$ cat src/rtl/fifo_n2w_pkg.sv
// Shared defaults and types for the byte-in / word-out FIFO.
package fifo_n2w_pkg;

    localparam int DEF_ADDR_WIDTH = 3;
    localparam int DEF_DATA_WIDTH = 8;

    typedef logic [DEF_DATA_WIDTH-1:0]   byte_t;
    typedef logic [2*DEF_DATA_WIDTH-1:0] word_t;

endpackage

$ cat src/rtl/fifo_n2w_ctrl.sv
// Pointer, byte-count and status control for fifo_n2w.
// FIFO_N2W_LEVEL_EN exposes the byte count.
module fifo_n2w_ctrl
    import fifo_n2w_pkg::*;
#(
    parameter int ADDR_WIDTH = DEF_ADDR_WIDTH
) (
    input  logic                  clk,
    input  logic                  rst_n,
    input  logic                  wr,
    input  logic                  rd,
`ifdef FIFO_N2W_LEVEL_EN
    output logic [ADDR_WIDTH:0]   count,
`endif
    output logic                  wr_ok,
    output logic                  rd_ok,
    output logic [ADDR_WIDTH-1:0] w_ptr,
    output logic [ADDR_WIDTH-1:0] r_ptr,
    output logic                  full,
    output logic                  empty
);

    localparam logic [ADDR_WIDTH:0] DEPTH = {1'b1, {ADDR_WIDTH{1'b0}}};
    localparam logic [ADDR_WIDTH:0] TWO   = (ADDR_WIDTH+1)'(2);

    logic [ADDR_WIDTH:0] cnt;
    logic [ADDR_WIDTH:0] cnt_nxt;

    assign full  = (cnt == DEPTH);
    assign empty = (cnt < TWO);
    assign wr_ok = wr & ~full;
    assign rd_ok = rd & ~empty;

`ifdef FIFO_N2W_LEVEL_EN
    assign count = cnt;
`endif

    always_comb begin
        cnt_nxt = cnt;
        unique case ({wr_ok, rd_ok})
            2'b10:   cnt_nxt = cnt + (ADDR_WIDTH+1)'(1);
            2'b01:   cnt_nxt = cnt - TWO;
            2'b11:   cnt_nxt = cnt - (ADDR_WIDTH+1)'(1);
            default: cnt_nxt = cnt;
        endcase
    end

    // r_ptr stays even, so +2 wraps cleanly at depth-2 -> 0
    always_ff @(posedge clk) begin
        if (!rst_n) begin
            w_ptr <= '0;
            r_ptr <= '0;
            cnt   <= '0;
        end else begin
            if (wr_ok)
                w_ptr <= w_ptr + ADDR_WIDTH'(1);
            if (rd_ok)
                r_ptr <= r_ptr + ADDR_WIDTH'(2);
            cnt <= cnt_nxt;
        end
    end

endmodule

$ cat src/rtl/fifo_n2w.sv
// Byte-in, word-out FIFO; first byte written lands in the low half.
// FIFO_N2W_LEVEL_EN adds level and half_word outputs.
module fifo_n2w
    import fifo_n2w_pkg::*;
#(
    parameter int ADDR_WIDTH = DEF_ADDR_WIDTH,
    parameter int DATA_WIDTH = DEF_DATA_WIDTH
) (
    input  logic                    clk,
    input  logic                    rst_n,
    input  logic                    wr,
    input  logic [DATA_WIDTH-1:0]   w_data,
    input  logic                    rd,
`ifdef FIFO_N2W_LEVEL_EN
    output logic [ADDR_WIDTH:0]     level,
    output logic                    half_word,
`endif
    output logic [2*DATA_WIDTH-1:0] r_data,
    output logic                    full,
    output logic                    empty
);

    localparam int DEPTH = 1 << ADDR_WIDTH;

    logic [DATA_WIDTH-1:0] mem [0:DEPTH-1];
    logic [ADDR_WIDTH-1:0] w_ptr;
    logic [ADDR_WIDTH-1:0] r_ptr;
    logic                  wr_ok;
    logic                  rd_ok;

    fifo_n2w_ctrl #(
        .ADDR_WIDTH (ADDR_WIDTH)
    ) u_ctrl (
        .clk   (clk),
        .rst_n (rst_n),
        .wr    (wr),
        .rd    (rd),
`ifdef FIFO_N2W_LEVEL_EN
        .count (level),
`endif
        .wr_ok (wr_ok),
        .rd_ok (rd_ok),
        .w_ptr (w_ptr),
        .r_ptr (r_ptr),
        .full  (full),
        .empty (empty)
    );

`ifdef FIFO_N2W_LEVEL_EN
    assign half_word = level[0];
`endif

    // reset wins over a concurrent push, storage included
    always_ff @(posedge clk) begin
        if (rst_n && wr_ok)
            mem[w_ptr] <= w_data;
    end

    assign r_data = {mem[r_ptr | ADDR_WIDTH'(1)], mem[r_ptr]};

endmodule

$ cat config.mk
export PLATFORM = sky130hd
export DESIGN_NAME = fifo_n2w
export DESIGN_NICKNAME = d
export VERILOG_FILES = /design/src/rtl/fifo_n2w_pkg.sv /design/src/rtl/fifo_n2w_ctrl.sv /design/src/rtl/fifo_n2w.sv
export SDC_FILE = /design/constraint.sdc
export NUM_CORES = 1
export LEC_CHECK = 0
export ABC_AREA = 1
export ABC_CLOCK_PERIOD_IN_PS = 2600
export CORE_UTILIZATION = 50
export DETAILED_ROUTE_END_ITERATION = 12
export DONT_BUFFER_PORTS = 1
export PLACE_DENSITY_LB_ADDON = 0.08
export SYNTH_ARGS = -nofsm -noshare
export SYNTH_HDL_FRONTEND = slang
export SYNTH_SLANG_ARGS = --single-unit
export TNS_END_PERCENT = 100
$ cat constraint.sdc
create_clock -name clk -period 2.6 [get_ports clk]
set_input_delay 0 -clock clk [delete_from_list [all_inputs] [get_ports clk]]
set_output_delay 0 -clock clk [all_outputs]
set_load 0.05 [all_outputs]
==> summary.md <==
| Metric | Value |
|---|---|
| Die width | `79.8 um` |
| Clock buffer depth | `2` |
| Fraction of met3 tracks used by global routing | `a little under 4%` |
| Seq/Total Area, Yosys | `70.7%` |
| Slew @ Worst Pin | `454 ps` |
| Routed Antenna Nets | `0` |
| Mapped Area | `between 0.003 and 0.004 mm^2` |
| Status | `finished clean` |
| Slew headroom | `a little over two thirds` |
| Total of max-cap violations | `0` |
| Vias | `1980` |
| GRT Total Usage | `20.5%` |
| Die area | `0.00637 mm^2` |
| Leakage | `1.30 nW` |
| P per Cell Area | `985 mW/mm^2` |
| Tightest Hold Check Type | `reg2reg` |
| Vias in the first global route | `1900` |
| CP cell instances | `inv_2, nor2_4, nand2_2, nand2_2, nor2_1, ha_1, inv_1, nand2_1, nand3_1, nand3_2, nand2_1, nand2_1, a21oi_2` |
| Iteration-0 DRC Markers | `142` |
| Dpl ws | `758 ps` |
| Clock transition at the registers of the reported paths | `70 ps` |
| RSZ-0062 raised after global routing | `false` |
| Syn Nets | `270` |
| Global route overflow | `0` |
| Final setup violation count | `0` |
| Clk sink count | `between 70 and 80` |
| Initial antenna violation count | `0` |
| Placer Congestion | `0.814` |
| Max Slew Vio Count | `0` |
| CTS resizes | `0` |
| Remaining DRCs | `0` |
| Most frequent cells in the layout | `edfxtp_1 (64), nor2_1 (44), o21ai_0 (36)` |
| 1st-pass router iterations | `4` |
| Root buf cell | `clkbuf_8` |
| Synthesis-stage register bit count | `75` |
| Fmax | `537 MHz` |
| Tot Pwr | `0.00350 W` |
| Grt met1 use | `25.5%` |
| HPWL Detailed | `approximately 3700 um` |
| Fin crit period | `1860 ps` |
| Setup TNS | `0 ps` |
| Area grow syn2layout | `17.3%` |
| Number of port buffers | `0` |
| CTS H-Tree Depth | `3` |
| Largest net degree at the start of global routing | `33` |
| Clock skew | `roughly 7.4 ps` |
| Largest fanout on the critical path | `11` |
| First-pass GRT wire length | `a little over 9000 um` |
| Wire per inst | `around 16 um` |
| GRT Max-Usage Layer | `met2` |
| M2 GR Usage | `between 30% and 40%` |
| Crit path DAT | `2130 ps` |
| Fill cells | `465` |
| Inserted Diodes | `0` |
| WHS | `around 470 ps` |
| Slowest CP cell | `dfxtp_1` |
| Layout cells sized above 1 | `between 10% and 20%` |
| Synth unique cells | `22` |
| Synth warn | `0` |
| Crit. End Element | `flop` |
| CORE AREA | `around 0.0057 mm^2` |
| Clk_lat worst skew | `approximately 330 ps` |
| Starting Density | `53.4%` |
| CP Class | `reg2reg` |
| Drt total wl | `around 5900 um` |
| IO Count | `30` |
| Post-CTS setup buffers | `0` |
| Startpoint types | `flop` |
| Syn Area/Cell | `12.0 um^2` |
| Slowest cell delay on critical path | `410 ps` |
| TritonCTS Buffers | `9` |
| CP most frequent cell | `nand2_1` |
| Final Cycle Share | `between 70% and 80%` |
| Commonest non-fill, non-tap cell in the layout | `edfxtp_1` |
| Nets | `310` |
| Final hold violation count | `0` |
| FP Rows | `27` |
| Mapped Cells | `253` |
| Die Y | `79.8 um` |
| CTS tree | `built` |
| Worst Path Required | `2870 ps` |
| Vias/cell | `between 5 and 6` |
| Worst VDD drop | `0.000546 V` |
| Setup ws final | `739 ps` |
-- cell usage after synthesis --
master / number / area (um^2)
nor2_1: 44 / 165
fa_1: 1 / 20.0
nand2_2: 4 / 25.0
o21ai_0: 36 / 180
nand3_1: 4 / 20.0
nand2_1: 26 / 97.6
xnor2_1: 2 / 17.5
nand3_2: 1 / 10.0
buf_2: 1 / 5.00
buf_6: 1 / 11.3
inv_2: 1 / 3.75
inv_1: 16 / 60.1
nor2_4: 2 / 22.5
o22ai_1: 16 / 100
dfxtp_1: 11 / 220
a21oi_2: 1 / 8.76
a21oi_1: 8 / 40.0
o31ai_1: 1 / 7.51
edfxtp_1: 64 / 1920
ha_1: 4 / 50.1
o22ai_2: 1 / 12.5
clkbuf_1: 8 / 30.0
-- what timing repair did --
item / CTS / global route
endpoints found under the setup margin: 0 / 0
hold buffers: 12 / 0
hold endpoints to repair: 75 / 0
-- kinds of logic (layout without fill, tap and decap cells) --
| family | Yosys count | count (layout) | synth area share [%] |
|---|---|---|---|
| AOI/OAI and AO/OA | 63 | 63 | 11.5 |
| buffers and inverters | 27 | 72 | 3.63 |
| DFF | 75 | 75 | 70.7 |
| adders and majority gates | 5 | 5 | 2.31 |
| and+or+nand+nor | 81 | 81 | 11.2 |
| xor gates and xnor gates | 2 | 2 | 0.578 |
-- per-layer routing --
metal / routed length, um / share of wire [%]
met4: 69 / 1.2
met2: 3040 / 51
met1: 2640 / 45
met3: 165 / 2.8
met5: 0 / 0
-- sequential cells by signal (all words and copies together), names as in the netlist, named ones only --
name	cells
mem	64
u_ctrl.cnt	4
u_ctrl.w_ptr	3
u_ctrl.r_ptr	2
-- report_power, final --
| part | leakage, nW | switching, W | internal (W) |
|---|---|---|---|
| Combinational | 0.552 | 0.000948 | 0.000379 |
| Sequential | 0.668 | 0.0000570 | 0.00138 |
| Clock | 0.0774 | 0.000388 | 0.000345 |
| Total | 1.30 | 0.00139 | 0.00211 |
-- layout make-up --
| type | instances | area (um^2) | share of cell area (%) |
|---|---|---|---|
| clock inverter | 3 | 17.5 | 0.493 |
| clock buffer | 13 | 139 | 3.91 |
| inverter | 17 | 63.8 | 1.80 |
| timing repair buffer | 39 | 323 | 9.09 |
| tap | 72 | 90.1 | 2.54 |
| sequential | 75 | 2140 | 60.3 |
| multi-input combinational | 151 | 777 | 21.9 |
-- critical path: cells and delay by family (launching register included) --
kind / cells / cell delay, ps
simple gates: 9 / 850
compound gates: 1 / 100
flops: 1 / 410
fa+ha+maj: 1 / 310
buf+inv: 2 / 140
-- final timing paths --
path / slack (ps) / depth (start not counted) / from / endpoint
worst min register to register: 470 / 2 / u_ctrl.r_ptr[2] / u_ctrl.r_ptr[2]
worst max register to register: 740 / 13 / u_ctrl.cnt[3] / u_ctrl.cnt[3]
worst max-delay path: 740 / 13 / u_ctrl.cnt[3] / u_ctrl.cnt[3]
worst min-delay path: 470 / 2 / u_ctrl.r_ptr[2] / u_ctrl.r_ptr[2]
-- per-stage QoR --
| stage | utilization, % | std cells | cell area, um^2 |
|---|---|---|---|
| global route | 62.6 | 370 | 3550 |
| global placement | 57.7 | 342 | 3280 |
| CTS | 62.6 | 370 | 3550 |
| floorplan | - | 253 | 3030 |
| detailed placement | 57.7 | 342 | 3280 |
| finish | 62.6 | 370 | 3550 |
Note: power is estimated with default switching activity, not from simulation.
